### src/rtl/mmu_pkg.sv
// -----------------------------------------------------------------------------
// mmu_pkg
// Shared definitions for the fixed-mapping MIPS32 segment translator:
// segment base addresses, the physical mask applied to unmapped kernel
// segments, the segment identifier enum and a helper that classifies a
// virtual address into its segment.
// -----------------------------------------------------------------------------
package mmu_pkg;

  localparam logic [31:0] KSEG0_BASE = 32'h8000_0000;
  localparam logic [31:0] KSEG1_BASE = 32'hA000_0000;
  localparam logic [31:0] KSEG2_BASE = 32'hC000_0000;
  localparam logic [31:0] PHYS_MASK  = 32'h1FFF_FFFF;

  typedef enum logic [1:0] {
    KUSEG  = 2'd0,
    KSEG0  = 2'd1,
    KSEG1  = 2'd2,
    KSEG23 = 2'd3
  } seg_e;

  // Classify a virtual address by its top three bits.
  function automatic seg_e seg_of(input logic [31:0] va);
    seg_e s;
    case (va[31:29])
      3'b100:  s = KSEG0;
      3'b101:  s = KSEG1;
      3'b110:  s = KSEG23;
      3'b111:  s = KSEG23;
      default: s = KUSEG;
    endcase
    return s;
  endfunction

endpackage

### src/rtl/mmu_seg_decode.sv
// -----------------------------------------------------------------------------
// mmu_seg_decode
// Single-channel combinational segment decoder.
// Ports:
//   i_va          virtual address
//   i_en          access valid this cycle (qualifies the illegal flag only)
//   i_user_mode   1 = user mode
//   i_k0_uncached 1 = kseg0 treated as uncached
//   o_pa          direct physical address (meaningful when o_tlb_map = 0)
//   o_uncached    access is uncached
//   o_tlb_map     address lies in a TLB-mapped segment
//   o_illegal     user-mode access to a kernel segment
// -----------------------------------------------------------------------------
module mmu_seg_decode
  import mmu_pkg::*;
(
  input  logic [31:0] i_va,
  input  logic        i_en,
  input  logic        i_user_mode,
  input  logic        i_k0_uncached,
  output logic [31:0] o_pa,
  output logic        o_uncached,
  output logic        o_tlb_map,
  output logic        o_illegal
);

  seg_e w_seg;

  assign w_seg = seg_of(i_va);

  // Segment decode: pa/tlb_map/uncached depend only on the address and the
  // kseg0 cache attribute, never on en or user_mode.
  always_comb begin
    o_pa       = i_va;
    o_uncached = 1'b0;
    o_tlb_map  = 1'b1;
    case (w_seg)
      KUSEG: begin
        o_pa       = i_va;
        o_uncached = 1'b0;
        o_tlb_map  = 1'b1;
      end
      KSEG0: begin
        o_pa       = i_va & PHYS_MASK;
        o_uncached = i_k0_uncached;
        o_tlb_map  = 1'b0;
      end
      KSEG1: begin
        o_pa       = i_va & PHYS_MASK;
        o_uncached = 1'b1;
        o_tlb_map  = 1'b0;
      end
      KSEG23: begin
        o_pa       = i_va;
        o_uncached = 1'b0;
        o_tlb_map  = 1'b1;
      end
      default: begin
        o_pa       = i_va;
        o_uncached = 1'b0;
        o_tlb_map  = 1'b1;
      end
    endcase
  end

  // Every segment with va[31]=1 is kernel-only.
  assign o_illegal = i_en & i_user_mode & i_va[31];

endmodule

### src/rtl/mmu.sv
// -----------------------------------------------------------------------------
// mmu
// Fixed-mapping address translator for the instruction and data ports.
// Two independent, purely combinational channels; clk/rst exist only for
// interface uniformity inside cp0 and have no functional effect.
// Ports:
//   clk, rst                 unused clock / synchronous active-high reset
//   iaddr_i, daddr_i         instruction / data virtual addresses
//   inst_en, data_en         access valid strobes
//   user_mode                1 = user mode
//   cp0_kseg0_uncached       1 = kseg0 uncached
//   iaddr_o, daddr_o         direct physical addresses
//   inst_uncached, data_uncached
//   inst_tlb_map, data_tlb_map   address needs TLB translation
//   inst_illegal, data_illegal   privilege violation
// -----------------------------------------------------------------------------
module mmu
  import mmu_pkg::*;
(
  input  logic        clk,
  input  logic        rst,
  input  logic [31:0] iaddr_i,
  input  logic [31:0] daddr_i,
  input  logic        inst_en,
  input  logic        data_en,
  input  logic        user_mode,
  input  logic        cp0_kseg0_uncached,
  output logic [31:0] iaddr_o,
  output logic [31:0] daddr_o,
  output logic        inst_uncached,
  output logic        data_uncached,
  output logic        inst_tlb_map,
  output logic        data_tlb_map,
  output logic        inst_illegal,
  output logic        data_illegal
);

  // clk and rst are deliberately not used by any logic.
  logic w_unused;
  assign w_unused = clk ^ rst;

  mmu_seg_decode u_inst_dec (
    .i_va          (iaddr_i),
    .i_en          (inst_en),
    .i_user_mode   (user_mode),
    .i_k0_uncached (cp0_kseg0_uncached),
    .o_pa          (iaddr_o),
    .o_uncached    (inst_uncached),
    .o_tlb_map     (inst_tlb_map),
    .o_illegal     (inst_illegal)
  );

  mmu_seg_decode u_data_dec (
    .i_va          (daddr_i),
    .i_en          (data_en),
    .i_user_mode   (user_mode),
    .i_k0_uncached (cp0_kseg0_uncached),
    .o_pa          (daddr_o),
    .o_uncached    (data_uncached),
    .o_tlb_map     (data_tlb_map),
    .o_illegal     (data_illegal)
  );

endmodule

### config.mk
export PLATFORM = sky130hd
export DESIGN_NAME = mmu
export DESIGN_NICKNAME = d
export VERILOG_FILES = /design/src/rtl/mmu_pkg.sv /design/src/rtl/mmu_seg_decode.sv /design/src/rtl/mmu.sv
export SDC_FILE = /design/constraint.sdc
export NUM_CORES = 1
export LEC_CHECK = 0
export BUFFER_PORTS_ARGS = -buffer_cell sky130_fd_sc_hd__buf_2
export CORE_MARGIN = 4
export CORE_UTILIZATION = 24
export DETAILED_ROUTE_END_ITERATION = 6
export GPL_TIMING_DRIVEN = 0
export PLACE_DENSITY = 0.94
export SETUP_SLACK_MARGIN = 0.4
export SKIP_LAST_GASP = 1
export SLEW_MARGIN = 20
export SYNTH_ARGS = -nofsm -noshare
export SYNTH_HDL_FRONTEND = slang
export SYNTH_SLANG_ARGS = --single-unit
export TNS_END_PERCENT = 5
### constraint.sdc
create_clock -name vclk -period 1.07
set_input_delay 0.107 -clock vclk [all_inputs]
set_output_delay 0.107 -clock vclk [all_outputs]
set_load 0.01 [all_outputs]
Yosys cells after proc, flatten, opt, wreduce, memory -nomap -nowiden:

Index checks and enable logic that the tools add are counted.
Widths: inputs -> output; s select.

* input port bits: 70
* memory bits (read-only): 0
* word-level logic and storage cells: 34
* register bits: 0
* memories kept: 0
* bits in latches: 0
* bits in writable memories: 0

* order comparisons: 0
* $mul: 0
* shift operators: 0
* reductions and logical operators: 8
* div/mod/pow operators: 0
* add/subtract/negate cells: 0
* muxes and demuxes: 8
* bitwise logic cells: 4
* equal/unequal tests: 14

Operators with widths (number)
* $pmux 32 s2: 2
* $eq 3x3->1 const B: 8
* $pmux 2 s3: 2
* $reduce_or 2->1: 6
* $eq 2x2->1 const B: 4
* $pmux 1 s3: 2
* $and 1x1->1: 4
* $eq 2x1->1 const B: 2
* $logic_not 2->1: 2
* $pmux 1 s2: 2

Longest topological paths before layout:

Gate-level depths: netlist of run 1.

* depth in word-level cells: 6
* gate-level depth with buffers: 4
* mapped depth without buffers: 4

By module:

From an unflattened synthesis of run 1, not the netlist that was laid out.

* cells, all modules: 82
* area, all modules: 625.6 sq um

Modules (own cells, without submodules)
* mmu_seg_decode: cells each 41, sequential area each 0.0 sq um, times used 2, area each 312.8 sq um

Worst setup path after synthesis of run 1:

Ideal clock, no wire load.

* path type: input to output
* start: input port daddr_i[30]
* end: output port daddr_o[29]
* stages on the path: 4
* required time: 0.963 ns
* data arrival time: 0.813 ns
* slack: 0.150 ns
* cell sequence: o21ai_2 inv_1 ha_1 and2_1

* cells in the longest elaborated chain, start to end: 6

RTL lines
* from (decl): RTL line mmu.sv:23 `input logic [31:0] daddr_i,`
* $eq 3x3->1: RTL line mmu_pkg.sv:25 `case (va[31:29])`
* $reduce_or 2->1 (no line)
* $pmux 2 s3 (*): RTL line mmu_pkg.sv:25
* $eq 2x2->1, or another cell as far along: RTL line mmu_seg_decode.sv:37 `case (w_seg)`
* $reduce_or 2->1 (no line)
* $pmux 32 s2 (*): RTL line mmu_seg_decode.sv:37
* to (decl): RTL line mmu.sv:29 `output logic [31:0] daddr_o,`

Every way passes the cells marked *; elsewhere a longest branch is shown, timed or not. The select of a mux whose other input is x is not followed.

Final worst setup path of run 1:

* start: input port iaddr_i[30]
* end: output port inst_uncached

* cells in the longest elaborated chain, start to end: 6

RTL lines
* from (decl): RTL line mmu.sv:22 `input logic [31:0] iaddr_i,`
* $eq 3x3->1: RTL line mmu_pkg.sv:25
* $reduce_or 2->1 (no line)
* $pmux 2 s3 (*): RTL line mmu_pkg.sv:25
* $eq 2x2->1 or $logic_not 2->1 (tied branches): RTL line mmu_seg_decode.sv:37
* $reduce_or 2->1 (no line)
* $pmux 1 s3 (*): RTL line mmu_seg_decode.sv:37
* to (decl): RTL line mmu.sv:30 `output logic inst_uncached,`

Every way passes the cells marked *; elsewhere a longest branch is shown, timed or not.

==> summary.md, run 1 <==
| Metric | Value |
|---|---|
| 1st-pass router iterations | 2 |
| Final #Nets | 239 |
| IO buf count | 80 |
| Starting Density | 0.252 |
| CP startpoint kind | primary input |
| Final worst slack | -40.7 ps |
| HP Class | primary input to output pin |
| Headroom to the max-slew limit | 0.852 |
| CLK BUF | 0 |
| WHS Endpoint | iaddr_o[14] |
| Seq. cell area | 0 um^2 |
| Critical-path cell list | buf_8 > o21a_1 > ha_4 > mux2_4 > buf_6 |
| Min-Delay Startpoint | iaddr_i[14] |
| Layout cells sized above 1 | 0.933 |
| RSZ-0062 raised after global routing | true |
| Sequential area share after synthesis | 0 |
| Wire per inst | around 11 um |
| Final hold slack | about 400 ps |
| Die W | between 50 and 60 um |
| Required time worst endpoint | 960 ps |
| Floorplan row count | 18 |
| Worst vdd ir | 0.285 mV |
| # DRC | 0 |
| Fin area | ~1200 um^2 |
| Area Growth Syn to Fin | 89.8% |
| Mapped Nets | approximately 160 |
| Initial antenna violation count | 0 |
| Crit path max fanout | 4 |
| Cell family with most CP delay | multiplexers |
| Largest area contributor in the synthesized netlist | buf_4 |
| Area contributors post-synth | buf_4 (70%), ha_1 (8.0%), and2_1 (6.0%), mux2_4 (4.8%), o21ai_2 (2.8%) |
| Max stage delay on crit path | 290 ps |
| Tmin final | approximately 1100 ps |
| WS Path Type | primary input to output pin |
| Worst-Margin Slew | around 220 ps |
| Synth top cells by count | buf_4 (58), and2_1 (6), ha_1 (4) |
| Final Max Slew Viols | 0 |
| Fmax achieved | roughly 900 MHz |
| PwrDens | between 400 and 500 nW/um^2 |
| Seq_cells | 0 |
| Netlist cell types | 10 |
| First-pass GRT wire length | 2460 um |
| GP Congestion | roughly 0.73 |
| Slowest stage cell, crit path | mux2_4 |
| Period utilisation layout | 1.04 |
| GR Overflow Total | 0 |
| Antenna cells | 0 |
| Core area | between 2000 and 2500 um^2 |
| Fillers | ~260 |
| Vias in the first global route | between 600 and 700 |
| Final setup fails | 5 |
| Count leader, synth | buf_4 |
| Post-synthesis instance area | 623 um^2 |
| Failing checks | negative setup slack |
| Total number of vias | 727 |
| P_leak | about 0.73 nW |
| Avg Synthesized Cell Area | around 7.6 um^2 |
| Post-DRT Antenna Nets | 0 |
| DP Worst Slack | -76.0 ps |
| Critical Path AT | 1000 ps |
| Vias per inst | about 3.8 |
| WP buf/inv | 2 |
| Final wirelength | ~2000 um |
| Final hold violations | 0 |
| Top cell type's share of synthesized area | 0.699 |
| Io pins | 140 |
| Initial drt markers | 1 |
| Hold depth | 2 |
| Status | finished, violations left |
| Cells after Synth | roughly 80 |
| Max-cap viol count | 0 |
| Cts hold-fix bufs | 0 |
| GRT Overall Usage | 0.0863 |
| Die Area | 3480 um^2 |
| Largest net degree at the start of global routing | 6 |
| Post-DP HPWL | between 1500 and 2000 um |
| Die Y | 59.0 um |
| Yosys warning count | 0 |
| CP endpoint kind | output pin |
| Placed Area | about 1100 um^2 |
[metal layers]
layer | part of all wire | vias to the layer above | global-route usage
met5 | 0 | - | 0
met3 | 0.20 | 0 | 0.0154
met2 | 0.55 | 82 | 0.188
li1 | - | 362 | -
met4 | 0 | 0 | 0
met1 | 0.25 | 283 | 0.0865
[cell usage in the layout, fill, tap and decap left out]
cell type / count
and3_1: 2
buf_2: 72
ha_4: 3
buf_8: 3
o21a_1: 2
clkbuf_4: 1
o21ai_4: 1
and2_4: 1
inv_4: 1
inv_1: 1
ha_2: 1
and2_1: 5
buf_6: 4
o21ai_1: 1
o21ai_2: 2
inv_2: 2
mux2_4: 2
buf_4: 59
[area by class of cell]
type                       count  area, um^2  share of cell area
timing repair buffer          81         465               0.394
buffer                        58         435               0.368
inverter                       4        17.5              0.0148
multi-input combinational     20         226               0.192
tap                           30        37.5              0.0317
[power breakdown]
group	switching (W)	internal, W	total [W]
Sequential	0	0	0
Clock	0	0	0
Combinational	0.000215	0.000328	0.000543
[how the worst max path moves through the flow]
stage	startpoint	to	cells after the start
floorplan	daddr_i[29]	data_uncached	4
global placement	daddr_i[29]	data_uncached	6
detailed placement	daddr_i[29]	data_uncached	6
CTS	daddr_i[29]	data_uncached	6
global route	iaddr_i[30]	iaddr_o[31]	6
finish	iaddr_i[30]	inst_uncached	5
[cells by family (layout without fill, tap and decap cells)]
group / Yosys count / count (layout) / share of synthesized area
AO/OA/AOI/OAI: 6 / 6 / 0.0683
buffers and inverters: 62 / 143 / 0.723
AND/OR/NAND/NOR: 8 / 8 / 0.0803
multiplexers: 2 / 2 / 0.0482
adder cells (fa/ha/maj): 4 / 4 / 0.0803
[stage by stage]
stage	power, W	TNS, ps	cells	util
final	0.000543	-102	193	0.477
after global routing	0.000587	-367	193	0.477
after CTS	0.000526	-62.1	192	0.459
after detailed placement	0.000503	-317	192	0.440
after global placement	0.000496	-245	192	0.440
after floorplan	0.000324	0	82	-
[timing repair]
item	in CTS	in global routing
pin swaps	3	3
gates resized for setup	10	9
setup endpoints to repair	10	10
buffers inserted	0	1
(Power assumes the default switching activity.)
==> run 2, diff against run 1 <==
- RECOVER_POWER: default -> 25
==> summary.md, run 2 (synthesis gave the netlist of run 1 again) <==
| Metric | Value |
|---|---|
| Tmin final | 1110 ps (unchanged) |
| Initial drt markers | 1 (unchanged) |
| Io pins | 140 (unchanged) |
| GR Overflow Total | 0 (unchanged) |
| Status | finished, violations left |
| Area Growth Syn to Fin | 86.7% |
| PwrDens | 461 nW/um^2 (+0.38%) |
| Largest net degree at the start of global routing | 6 (unchanged) |
| Vias per inst | 3.77 (unchanged) |
| GRT Overall Usage | 0.0863 (unchanged) |
| Antenna cells | 0 (unchanged) |
| WS Path Type | primary input to output pin |
| Wire per inst | 10.7 um (+0.93%) |
| DP Worst Slack | -76.0 ps (unchanged) |
| CLK BUF | 0 (unchanged) |
| Power Internal | 0.000320 W (-2.4%) |
| Layout cells sized above 1 | 0.840 (-0.0920) |
| Total number of vias | 727 (unchanged) |
| Worst-Margin Slew | 220 ps (unchanged) |
| Cell family with most CP delay | multiplexers |
| Final Max Slew Viols | 0 (unchanged) |
| First-pass GRT wire length | 2460 um (unchanged) |
| Initial antenna violation count | 0 (unchanged) |
| Setup TNS Final | -102 ps (+0.0780 ps) |
| IO buf count | 80 (unchanged) |
| Seq. cell area | 0 um^2 (unchanged) |
| Commonest non-fill, non-tap cell in the layout | buf_4 |
| Vias in the first global route | 620 (unchanged) |
| Final #Nets | 239 (unchanged) |
| Clk pwr share | 0 (unchanged) |
| Period utilisation layout | 1.04 (unchanged) |
| Crit path max fanout | 4 (unchanged) |
| Slowest stage cell, crit path | mux2_4 |
| Failing checks | negative setup slack |
| 1st-pass router iterations | 2 (unchanged) |
| WP buf/inv | 2 (unchanged) |
| Floorplan row count | 18 (unchanged) |
| Total power draw | 0.000536 W (-1.2%) |
| Final hold violations | 0 (unchanged) |
| Final setup fails | 5 (unchanged) |
| P_leak | 0.689 nW (-5.7%) |
| Fin area | 1160 um^2 (-1.6%) |
| Final wirelength | 2070 um (+0.93%) |
| Required time worst endpoint | 960 ps (about the same) |
| RSZ-0062 raised after global routing | true |
| Sequential Power Share | 0 (unchanged) |
| Fmax achieved | 900 MHz (unchanged) |
| Starting Density | 0.252 (unchanged) |
| Die W | 59.0 um (unchanged) |
| Post-DP HPWL | 1880 um (unchanged) |
| Share of total power in combinational logic | 1.000 (about the same) |
| Die Y | 59.0 um (unchanged) |
| Cts hold-fix bufs | 0 (unchanged) |
| Core area | 2480 um^2 (unchanged) |
| Final worst slack | -40.7 ps (unchanged) |
| Seq_cells | 0 (unchanged) |
| Fillers | 252 (-1.6%) |
| Area of the multi-input gates | 226 um^2 (unchanged) |
| Max-cap viol count | 0 (unchanged) |
| Die Area | 3480 um^2 (unchanged) |
| # DRC | 0 (unchanged) |
| Placed Area | 1090 um^2 (unchanged) |
| Sw power | 0.000216 W (+0.60%) |
| Max stage delay on crit path | 290 ps (about the same) |
| Most frequent cells in the layout | buf_4 (59), buf_2 (57), clkbuf_1 (15) |
| Headroom to the max-slew limit | 0.852 (unchanged) |
| Sw Share | 0.403 (+0.00726) |
| Post-DRT Antenna Nets | 0 (unchanged) |
| Util after Layout | 0.470 (-0.00758) |
| Critical-path cell list | buf_8 > o21a_1 > ha_4 > mux2_4 > buf_6 |
| CP startpoint kind | primary input |
| HP Class | primary input to output pin |
| CP endpoint kind | output pin |
| Worst vdd ir | 0.280 mV (-1.8%) |
| Critical Path AT | 1000 ps (about the same) |
| GP Congestion | 0.729 (unchanged) |
-- run 2: cell types whose count changed in the layout (fill, tap and decap cells not counted) --
cell,previous run,this run
buf_2,72,57
clkbuf_1,0,15
-- run 2: layout make-up --
cell class	instances	share of cell area
Inverter	4	0.0151
Buffer	58	0.374
Timing Repair Buffer	81	0.384
Tap cell	30	0.0323
Multi-Input combinational cell	20	0.195
-- run 2: per-stage QoR --
| step | cells | hold WS (ps) |
|---|---|---|
| global placement | 192 | 399 |
| global route | 193 | 407 |
| detailed placement | 192 | 399 |
| finish | 193 | 398 |
| floorplan | 82 | 306 |
| CTS | 192 | 399 |
-- run 2: per-layer routing --
metal | vias to the layer above | global-route usage | share of wire
li1 | 362 | - | -
met1 | 283 | 0.0865 | 0.25
met2 | 82 | 0.188 | 0.54
met3 | 0 | 0.0154 | 0.21
met4 | 0 | 0 | 0
met5 | - | 0 | 0
-- run 2: final timing paths --
kind	start	to	slack (ps)	cells after the start
setup / recovery	iaddr_i[30]	inst_uncached	-40	5
hold / removal	iaddr_i[14]	iaddr_o[14]	400	2
-- run 2: timing repair --
item,CTS,global route
resized for setup,10,9
pin swaps,3,3
hold endpoints to repair,0,0
setup endpoints to repair,10,10
setup buffers,0,1
-- run 2: power groups by stage --
stage          Sequential (W)  Combinational (W)  Clock (W)
4_1_cts                     0           0.000526          0
2_1_floorplan               0           0.000324          0
6_report                    0           0.000536          0
3_3_place_gp                0           0.000496          0
3_5_place_dp                0           0.000503          0
5_1_grt                     0           0.000579          0
